$ cat src/rtl/decode_stage_pkg.sv
// Shared instruction-word layout and FSM encoding for the decode stage.
// Assembler-side tests import this package to build words with the same field map.
package decode_stage_pkg;

    localparam int INSTR_W = 32;

    localparam int OP_HI     = 31;
    localparam int OP_LO     = 29;
    localparam int FORM_BIT  = 28;
    localparam int VEC_HI    = 27;
    localparam int VEC_LO    = 26;
    localparam int A_HI      = 25;
    localparam int A_LO      = 22;
    localparam int B_HI      = 21;
    localparam int B_LO      = 18;
    localparam int C_HI      = 17;
    localparam int C_LO      = 14;
    localparam int D_HI      = 13;
    localparam int D_LO      = 10;
    localparam int Y1_HI     = 9;
    localparam int Y1_LO     = 6;
    localparam int Y2_HI     = 5;
    localparam int Y2_LO     = 2;
    localparam int HCONST_BIT = 1;
    localparam int HALT_BIT  = 0;

    localparam logic [1:0] ST_FETCH = 2'd0;
    localparam logic [1:0] ST_CONST = 2'd1;
    localparam logic [1:0] ST_HALT  = 2'd2;

    typedef struct packed {
        logic [2:0] op;
        logic       form;
        logic [1:0] vec;
        logic [3:0] a;
        logic [3:0] b;
        logic [3:0] c;
        logic [3:0] d;
        logic [3:0] y1;
        logic [3:0] y2;
        logic       has_const;
        logic       halt;
    } instr_fields_t;

    function automatic instr_fields_t unpack_instr(input logic [INSTR_W-1:0] w);
        instr_fields_t f;
        f.op        = w[OP_HI:OP_LO];
        f.form      = w[FORM_BIT];
        f.vec       = w[VEC_HI:VEC_LO];
        f.a         = w[A_HI:A_LO];
        f.b         = w[B_HI:B_LO];
        f.c         = w[C_HI:C_LO];
        f.d         = w[D_HI:D_LO];
        f.y1        = w[Y1_HI:Y1_LO];
        f.y2        = w[Y2_HI:Y2_LO];
        f.has_const = w[HCONST_BIT];
        f.halt      = w[HALT_BIT];
        return f;
    endfunction

    function automatic logic [INSTR_W-1:0] pack_instr(input instr_fields_t f);
        logic [INSTR_W-1:0] w;
        w                   = '0;
        w[OP_HI:OP_LO]      = f.op;
        w[FORM_BIT]         = f.form;
        w[VEC_HI:VEC_LO]    = f.vec;
        w[A_HI:A_LO]        = f.a;
        w[B_HI:B_LO]        = f.b;
        w[C_HI:C_LO]        = f.c;
        w[D_HI:D_LO]        = f.d;
        w[Y1_HI:Y1_LO]      = f.y1;
        w[Y2_HI:Y2_LO]      = f.y2;
        w[HCONST_BIT]       = f.has_const;
        w[HALT_BIT]         = f.halt;
        return w;
    endfunction

endpackage

$ cat src/rtl/decode_stage.sv
// Instruction decode: accepts one- or two-word instructions, issues registered
// ALU/register-file controls one cycle after the final word, and parks in HALT on request.
module decode_stage
    import decode_stage_pkg::*;
(
    input  logic        clk,
    input  logic        rst,
    input  logic        instr_valid,
    input  logic [31:0] instr_data,
    output logic        instr_ready,
    input  logic        resume,
    output logic [2:0]  op,
    output logic        form,
    output logic [1:0]  vec,
    output logic [3:0]  A,
    output logic [3:0]  B,
    output logic [3:0]  C,
    output logic [3:0]  D,
    output logic [3:0]  Y1,
    output logic [3:0]  Y2,
    output logic [3:0]  zero_reg,
    output logic [1:0]  write,
    output logic        const_a,
    output logic [31:0] constant,
    output logic        halted
);

    logic [1:0]    r_state;
    instr_fields_t r_pend;
    logic [2:0]    r_op;
    logic          r_form;
    logic [1:0]    r_vec;
    logic [3:0]    r_rd_idx [4];
    logic [3:0]    r_y1;
    logic [3:0]    r_y2;
    logic [1:0]    r_write;
    logic          r_const_a;
    logic [31:0]   r_constant;

    instr_fields_t w_in;
    instr_fields_t w_iss_f;
    logic [1:0]    w_state_next;
    logic          w_issue;
    logic          w_pend_load;
    logic [31:0]   w_iss_const;

    assign w_in        = unpack_instr(instr_data);
    assign instr_ready = (r_state != ST_HALT);
    assign halted      = (r_state == ST_HALT);

    // Issue selects either the word just fetched or the parked first word plus its constant.
    always_comb begin
        w_state_next = r_state;
        w_issue      = 1'b0;
        w_pend_load  = 1'b0;
        w_iss_f      = w_in;
        w_iss_const  = '0;
        case (r_state)
            ST_FETCH: begin
                if (instr_valid) begin
                    if (w_in.has_const) begin
                        w_pend_load  = 1'b1;
                        w_state_next = ST_CONST;
                    end else begin
                        w_issue      = 1'b1;
                        w_state_next = w_in.halt ? ST_HALT : ST_FETCH;
                    end
                end
            end
            ST_CONST: begin
                w_iss_f = r_pend;
                if (instr_valid) begin
                    w_issue      = 1'b1;
                    w_iss_const  = instr_data;
                    w_state_next = r_pend.halt ? ST_HALT : ST_FETCH;
                end
            end
            ST_HALT: begin
                if (resume) begin
                    w_state_next = ST_FETCH;
                end
            end
            default: begin
                w_state_next = ST_FETCH;
            end
        endcase
    end

    always_ff @(posedge clk) begin
        if (rst) begin
            r_state    <= ST_FETCH;
            r_pend     <= '0;
            r_op       <= '0;
            r_form     <= 1'b0;
            r_vec      <= '0;
            r_rd_idx   <= '{default: 4'd0};
            r_y1       <= '0;
            r_y2       <= '0;
            r_write    <= '0;
            r_const_a  <= 1'b0;
            r_constant <= '0;
        end else begin
            r_state <= w_state_next;
            r_write <= 2'b00;
            if (w_pend_load) begin
                r_pend <= w_in;
            end
            if (w_issue) begin
                r_op        <= w_iss_f.op;
                r_form      <= w_iss_f.form;
                r_vec       <= w_iss_f.vec;
                r_rd_idx[0] <= w_iss_f.a;
                r_rd_idx[1] <= w_iss_f.b;
                r_rd_idx[2] <= w_iss_f.c;
                r_rd_idx[3] <= w_iss_f.d;
                r_y1        <= w_iss_f.y1;
                r_y2        <= w_iss_f.y2;
                r_write     <= {(w_iss_f.y2 != 4'd0), (w_iss_f.y1 != 4'd0)};
                r_const_a   <= w_iss_f.has_const;
                r_constant  <= w_iss_f.has_const ? w_iss_const : 32'd0;
            end
        end
    end

    // Register 0 is hardwired zero, so each read port flags it for the datapath.
    generate
        for (genvar gi = 0; gi < 4; gi++) begin : g_zero
            assign zero_reg[gi] = (r_rd_idx[gi] == 4'd0);
        end
    endgenerate

    assign op       = r_op;
    assign form     = r_form;
    assign vec      = r_vec;
    assign A        = r_rd_idx[0];
    assign B        = r_rd_idx[1];
    assign C        = r_rd_idx[2];
    assign D        = r_rd_idx[3];
    assign Y1       = r_y1;
    assign Y2       = r_y2;
    assign write    = r_write;
    assign const_a  = r_const_a;
    assign constant = r_constant;

endmodule

$ cat config.mk
export PLATFORM = sky130hd
export DESIGN_NAME = decode_stage
export DESIGN_NICKNAME = d
export VERILOG_FILES = /design/src/rtl/decode_stage_pkg.sv /design/src/rtl/decode_stage.sv
export SDC_FILE = /design/constraint.sdc
export NUM_CORES = 1
export LEC_CHECK = 0
export CAP_MARGIN = 20
export CORE_UTILIZATION = 50
export DETAILED_ROUTE_END_ITERATION = 10
export PLACE_DENSITY = 0.8
export SLEW_MARGIN = 40
export SYNTH_ARGS = -nofsm -noshare
export SYNTH_HDL_FRONTEND = slang
export SYNTH_SLANG_ARGS = --single-unit
$ cat constraint.sdc
create_clock -name clk -period 1.85 [get_ports clk]
set_input_delay 0.37 -clock clk [delete_from_list [all_inputs] [get_ports clk]]
set_output_delay 0.37 -clock clk [all_outputs]
set_load 0.02 [all_outputs]
## After elaboration in Yosys (flattened, before gate mapping)

Cells that the tools add are included.

| word-level totals | value |
|---|---|
| register bits | 99 |

| cells by class | value |
|---|---|
| bitwise logic cells | 1 |
| mux-type cells | 18 |
| equality and inequality tests | 6 |
| reduce and logical (&&, ||, !) cells | 9 |

Operator list:

| cell | number |
|---|---|
| $mux 32 | 4 |
| $logic_not 4->1 | 4 |
| $mux 2 | 6 |
| $ne 2x2->1 const B | 4 |
| $reduce_bool 4->1 | 2 |
| $mux 1 | 6 |
| $pmux 2 s3 | 1 |
| $reduce_and 3->1 | 1 |
| $eq 2x1->1 const B | 1 |
| $eq 2x2->1 const B | 1 |
| $logic_not 2->1 | 1 |
| $pmux 1 s2 | 1 |
| $reduce_or 2->1 | 1 |
| $not 1->1 | 1 |

## Logic depth before layout (Yosys ltp)

Gate-level depths: netlist (run 1).

| depth | value |
|---|---|
| depth in word-level cells | 5 |
| depth in mapped cells | 5 |
| depth with buffers taken out | 4 |

## Worst setup path before layout (run 1)

No wires, ideal clock.

| timing path | value |
|---|---|
| kind | reg-to-output |
| from | reg r_rd_idx (netlist bit A[1]) |
| to | out zero_reg[0] |
| data arrival time | 1.114 ns |
| setup slack | 0.366 ns |
| required time | 1.480 ns |
| cell stages (with the launch flop) | 2 |
| cell sequence | dfxtp_1 > nor4_1 |

| between the ends | value |
|---|---|
| cells in the longest elaborated chain, start to end | 1 |

Ends and longest elaborated chain:

| what | RTL line | RTL |
|---|---|---|
| from (decl) | decode_stage.sv:33 | `logic [3:0] r_rd_idx [4];` |
| $logic_not 4->1 | decode_stage.sv:128 | `assign zero_reg[gi] = (r_rd_idx[gi] == 4'd0);` |
| to (decl) | decode_stage.sv:21 | `output logic [3:0] zero_reg,` |

Every way passes these cells.

## Worst setup path after layout (run 1)

| timing path | value |
|---|---|
| from | reg r_rd_idx (netlist bit B[2]) |
| to | out B[2] |

RTL lines:

| what | RTL line | RTL |
|---|---|---|
| to (decl) | decode_stage.sv:16 | `output logic [3:0] B,` |

No word-level cell between the ends.

==> results of run 1 <==
-- power breakdown --
group          internal (mW)  leakage [nW]  switching [mW]
Combinational          0.313          1.09           0.342
Clock                  0.719         0.112           0.754
Sequential              2.22         0.805          0.0556
-- tightest hold or removal path, cell delays in order, from the launching register on --
cell and delay [ns]:
dfxtp_1 0.32, nand2_1 0.05, a21oi_1 0.05
-- kinds of logic (layout without fill, tap and decap cells) --
logic type             count (synthesis)  in the layout  synth area share
multiplexers                          30             30           0.08371
AO/OA/AOI/OAI                         99             99            0.2107
flip-flops                            99             99            0.5525
buffers and inverters                 28            142           0.04185
AND/OR/NAND/NOR                       88             88            0.1113
-- placed cells by master, fill, tap and decap left out --
| master | count |
|---|---|
| clkdlybuf4s50_1 | 100 |
| dfxtp_1 | 99 |
| nand2_1 | 64 |
| a22o_1 | 32 |
| a21oi_1 | 31 |
| mux2i_1 | 30 |
| o2bb2ai_1 | 30 |
| buf_4 | 15 |
| clkbuf_8 | 11 |
| nor4_1 | 6 |
| nor2_1 | 5 |
| dlygate4sd2_1 | 5 |
| buf_12 | 4 |
| nand2b_1 | 2 |
| or4_1 | 2 |
| a211oi_1 | 2 |
| clkinv_4 | 2 |
| nor2b_1 | 1 |
| inv_2 | 1 |
| nor2b_2 | 1 |
| a21oi_4 | 1 |
| nand3b_1 | 1 |
| nand2b_2 | 1 |
| nor3_4 | 1 |
| a21boi_1 | 1 |
| nor4bb_4 | 1 |
| nand4bb_1 | 1 |
| or4b_1 | 1 |
| o221a_1 | 1 |
| nor3_1 | 1 |
| a21o_1 | 1 |
| inv_6 | 1 |
| inv_8 | 1 |
| bufinv_16 | 1 |
| dlymetal6s2s_1 | 1 |
-- final timing paths --
check	startpoint	slack, ns	endpoint
worst max-delay path	B[2]	0.06	B[2]
worst min-delay path	r_pend[25]	0.46	r_pend[25]
worst min register to register	r_pend[25]	0.46	r_pend[25]
worst max register to register	r_state[1]	0.33	Y1[0]
-- through the flow --
stage	cells	setup WS, ns	setup TNS [ns]
final	554	0.06089	0
after global routing	554	0.01832	0
after detailed placement	538	-0.01166	-0.01645
after floorplan	344	0.3656	0
after CTS	554	0.002556	0
after global placement	538	0.05931	0
-- what timing repair did --
action | 4_1_cts | 5_1_grt
setup endpoints to repair | 6 | 1
gates resized for setup | 5 | 1
pin swaps | 0 | 0
-- registers in the layout, summed over array words and instances, names as in the netlist --
name and flops:
r_pend 32, op 3, B 4, vec 2
A 4, Y2 4, r_state 2, write 2
C 4, const_a 1, form 1, D 4
constant 32, Y1 4
-- final cells by class --
cell class / instances / area [um^2] / share of cell area
sequential: 99 / 1982 / 0.3922
multi-input combinational: 217 / 1479 / 0.2926
timing repair buffer: 125 / 1250 / 0.2473
clock buffer: 11 / 151.4 / 0.02996
tap: 96 / 120.1 / 0.02377
clock inverter: 5 / 67.56 / 0.01337
inverter: 1 / 3.754 / 0.0007428
-- metal layers --
| layer | global-route usage | vias up | wire length, um |
|---|---|---|---|
| li1 | - | 1461 | - |
| met1 | 0.3177 | 1453 | 3982 |
| met2 | 0.4062 | 101 | 4169 |
| met3 | 0.05143 | 12 | 609 |
| met4 | 0.08333 | 0 | 117 |
| met5 | 0 | - | 0 |
==> flow_summary.toml, run 1 <==
[cts]
tritoncts = "done"
clock_sink_count = 99
cts_buffers = 9
postCtsHoldBufs = 0
clkLatencyLatePin_ns = 0.36
clock_slew_seen_by_the_registers_of_the_worst_setup_and_hold_paths_ns = 0.09
clockRootBuffer = "clkbuf_8"
cts_setup_buffers = 0
htree_levels = 3
ctsLongestPathBuffers = 2

[route]
drc_errors = 0
num_vias = 3027
drt-vias-per-instance = 5.464
drt_pass1_iterations = 6
drt-total-wl_mm = 8.879
avgRoutedWirePerCell_um = 16.03
iteration_0_drc_count_of_the_detailed_router = 183
ant_nets = 0

[setup_path]
worstPathBufferInverterCount = 1
cp_max_stage_delay_ns = 0.64
critical_path_peak_fanout = 3
critPathSlowestCell = "clkdlybuf4s50_1"
worst-r2r-cell-count = 5
start_kind = "register"
crit_path_end_kind = "primary output"
crit_family = "buffers and inverters"
timing.critical_path.depth = 1
cp_cell_sequence = "clkdlybuf4s50_1"
cp_data_arrival_time_ns = 1.42
worstSetupPathType = "register to primary output"
critPathRequiredTime_ns = 1.48

[yosys]
synth.largest_area_cell = "dfxtp_1"
yosysWarningCount = 0
synth_area_mm2 = 0.003587
synth-seq-area-share = 0.5525
leading_post_synthesis_cells_by_instance_count = "dfxtp_1 (99), nand2_1 (64), a22o_1 (32)"
synth.lib_cells_used.distinct = 28
count_leader_synth = "dfxtp_1"
synth_seq_cells = 99
syn_area_per_cell_um2 = 10.43
synth_enable_flop_cells = 0
ys.flop_type = "dfxtp_1"
synth.area.top_cells = "dfxtp_1 (55%), mux2i_1 (8.4%), a22o_1 (7.8%), o2bb2ai_1 (7.3%), nand2_1 (6.7%)"
ffs_w_async_s_r_synth = 0
synth_nets = 380
yosys.area.top_type_share = 0.5525
synth_cells = 344

[die]
floorplan.initialDensity = 0.5222
io-pin-count = 107
die_area_mm2 = 0.007517
row_count = 30
placeable_core_region_mm2 = 0.006869
die_w_um = 86.70
die_height_um = 86.70

[finish]
drive_gt1_frac = 0.08952
final_area_mm2 = 0.005054
n_fill_cell = 488
area_growth_syn_to_layout_pct = 40.88
final_core_utilization = 0.7357
layout.nets = 489
antenna-diode-count = 0

[min_path]
min_path_cells = 2
hold_path_class = "register to register"

[grt]
grt_antenna_before_repair = 0
grt_remaining_overflow = 0
first_pass_grt_wire_length_mm = 14.35
grt.total_usage = 0.2448
grt_pass1_vias = 2882
grt_start_max_net_pins = 35

[timing]
setup_violations = 0
hold_viol_final = 0
maxSlewViolCount = 0
worstMarginPinSlew_ns = 0.3429
timing.slew.headroom = 0.7714
finalClockSkew_ns = 0.01082
layout_min_cycle_time_ns = 1.789
rsz0062_at_grt = "false"
maxClockFrequency_mhz = 558.9
layout_worst_path_cycle_share = 0.9671
worst_hold_slack_ns = 0.4586

[flow_run]
max_cap_viol_count = 0

[pwr]
total_leakage_power_nw = 2.002
ir_worst_vdd_mv = 0.5417
fin_total_pwr_mw = 4.399
power_density_mw_per_mm2 = 870.5

[placement]
detailed_place.area_mm2 = 0.004838
port_buffers = 106
routabilityCongestion = 0.7478
dp_hpwl_mm = 5.947

[run_status]
run_status = "finished, final reports clean"
Power figures use the tool's default switching activity.
==> run 2: changes to the inputs <==
--- a/config.mk
+++ b/config.mk
@@ -6,10 +6,10 @@
 export NUM_CORES = 1
 export LEC_CHECK = 0
 export CAP_MARGIN = 20
-export CORE_UTILIZATION = 50
+export CORE_UTILIZATION = 47
 export DETAILED_ROUTE_END_ITERATION = 10
-export PLACE_DENSITY = 0.8
-export SLEW_MARGIN = 40
+export PLACE_DENSITY = 0.76
+export SLEW_MARGIN = 20
 export SYNTH_ARGS = -nofsm -noshare
 export SYNTH_HDL_FRONTEND = slang
 export SYNTH_SLANG_ARGS = --single-unit
==> constraint.sdc (replaced) <==
create_clock -name clk -period 1.9 [get_ports clk]
set_input_delay 0.38 -clock clk [delete_from_list [all_inputs] [get_ports clk]]
set_output_delay 0.38 -clock clk [all_outputs]
set_load 0.02 [all_outputs]
==> flow_summary.toml, run 2 (synthesized netlist as in run 1, its figures left out) <==
[timing]
finalClockSkew_ns = 0.009729
layout_min_cycle_time_ns = 1.746
worstMarginPinSlew_ns = 0.3346
timing.slew.headroom = 0.7770
rsz0062_at_grt = "false"
maxClockFrequency_mhz = 572.6
hold_viol_final = 0
maxSlewViolCount = 0
timing.setup.tns_ns = 0
layout_worst_path_cycle_share = 0.9191
setup_violations = 0

[placement]
dp_hpwl_mm = 5.502
port_buffers = 106
routabilityCongestion = 0.8006

[finish]
drive_gt1_frac = 0.07709
antenna-diode-count = 0
area_growth_syn_to_layout_pct = 39.34
most-common-layout-cells = "clkdlybuf4s50_1 (100), dfxtp_1 (99), nand2_1 (64)"
n_fill_cell = 584
layout.nets = 485
layout_commonest_cell = "clkdlybuf4s50_1"

[grt]
first_pass_grt_wire_length_mm = 13.25
groute.layer.met1.usage = 0.2833
globalRouteMet2Util = 0.3588
grt_pass1_vias = 2756
grt_antenna_before_repair = 0
grt_start_max_net_pins = 45
grt.total_usage = 0.2180
grt_remaining_overflow = 0
gr-max-usage-layer = "met2"
global_route.usage.met3 = 0.03232

[pwr]
total_leakage_power_nw = 1.973
swShare = 0.2459
seq_power_share = 0.516
cell_internal_power_mw = 3.227
total_switching_power_mw = 1.052
fin_total_pwr_mw = 4.279
p_clk_frac = 0.341
ir_worst_vdd_mv = 0.4587
power_density_mw_per_mm2 = 856.1
comb_power_share = 0.143

[cts]
clockRootBuffer = "clkbuf_8"
cts_buffers = 9
ctsLongestPathBuffers = 2
clock_sink_count = 99
postCtsHoldBufs = 0
htree_levels = 3
tritoncts = "done"
clock_slew_seen_by_the_registers_of_the_worst_setup_and_hold_paths_ns = 0.08
clkLatencyLatePin_ns = 0.35

[setup_path]
crit-reg2reg-launch = "r_state[1]"
cp_data_arrival_time_ns = 1.37
critical_path_peak_fanout = 3
worstPathBufferInverterCount = 1
cp_cell_sequence = "clkdlybuf4s50_1"
critPathRequiredTime_ns = 1.52
crit_family = "buffers and inverters"
start_kind = "register"
crit_path_end_kind = "primary output"
worstSetupPathType = "register to primary output"
crit_path_start = "A[0]"
critPathSlowestCell = "clkdlybuf4s50_1"
cp_max_stage_delay_ns = 0.63

[route]
drt-vias-per-instance = 5.382
drt_pass1_iterations = 4
drc_errors = 0
ant_nets = 0
avgRoutedWirePerCell_um = 14.95
num_vias = 2976
iteration_0_drc_count_of_the_detailed_router = 107
drt-total-wl_mm = 8.265

[die]
floorplan.initialDensity = 0.4893
die_w_um = 89.37
io-pin-count = 107
placeable_core_region_mm2 = 0.007331
die_area_mm2 = 0.007986
row_count = 31
die_height_um = 89.37

[run_status]
run_status = "finished, final reports clean"

[min_path]
holdCritStartpoint = "r_pend[31]"
hold_path_class = "register to register"

[flow_run]
max_cap_viol_count = 0
[run 2: per-layer routing]
| layer | routed length (um) | part of all wire | vias to the layer above |
|---|---|---|---|
| met5 | 0 | 0 | - |
| met4 | 142 | 0.017 | 0 |
| met3 | 348 | 0.042 | 10 |
| met2 | 3835 | 0.46 | 77 |
| met1 | 3939 | 0.48 | 1436 |
| li1 | - | - | 1453 |
[run 2: final timing paths]
path                end  slack [ns]  cells after the start
min          r_pend[31]        0.46                      2
max reg2reg        D[2]        0.51                      5
min reg2reg  r_pend[31]        0.46                      2
max                A[0]        0.15                      1
[run 2: cell type report]
cell class,instances,area (um^2),area share
Timing Repair Buffer,121,1191,0.2383
Tap cell,99,123.9,0.02478
Inverter,1,3.754,0.0007509
Clock inverter,4,73.82,0.01477
Sequential cell,99,1982,0.3965
Clock buffer,12,145.1,0.02904
Multi-Input combinational cell,217,1479,0.2959
[run 2: through the flow]
step | setup WS [ns] | std cells | area (um^2) | hold slack [ns] | utilization
2_1_floorplan | 0.4056 | 344 | 3587 | 0.4357 | -
3_3_place_gp | 0.09497 | 537 | 4787 | 0.4350 | 0.6530
3_5_place_dp | 0.07127 | 537 | 4787 | 0.4444 | 0.6530
4_1_cts | 0.1319 | 553 | 4999 | 0.4593 | 0.6819
5_1_grt | 0.1097 | 553 | 4999 | 0.4826 | 0.6819
6_report | 0.1537 | 553 | 4999 | 0.4586 | 0.6819
[run 2: power by group through the flow]
stage / Sequential (mW) / Clock (mW) / Combinational [mW]
2_1_floorplan: 2.31 / 0 / 0.279
3_3_place_gp: 2.25 / 0 / 0.618
3_5_place_dp: 2.26 / 0 / 0.625
4_1_cts: 2.21 / 1.48 / 0.616
5_1_grt: 2.22 / 1.57 / 0.664
6_report: 2.21 / 1.46 / 0.613
[run 2: what timing repair did]
| item | CTS | global route |
|---|---|---|
| setup buffers | 0 | 0 |
| endpoints found under the setup margin | 6 | 0 |
| endpoints found under the hold margin | 0 | 0 |
| resized for setup | 6 | 0 |
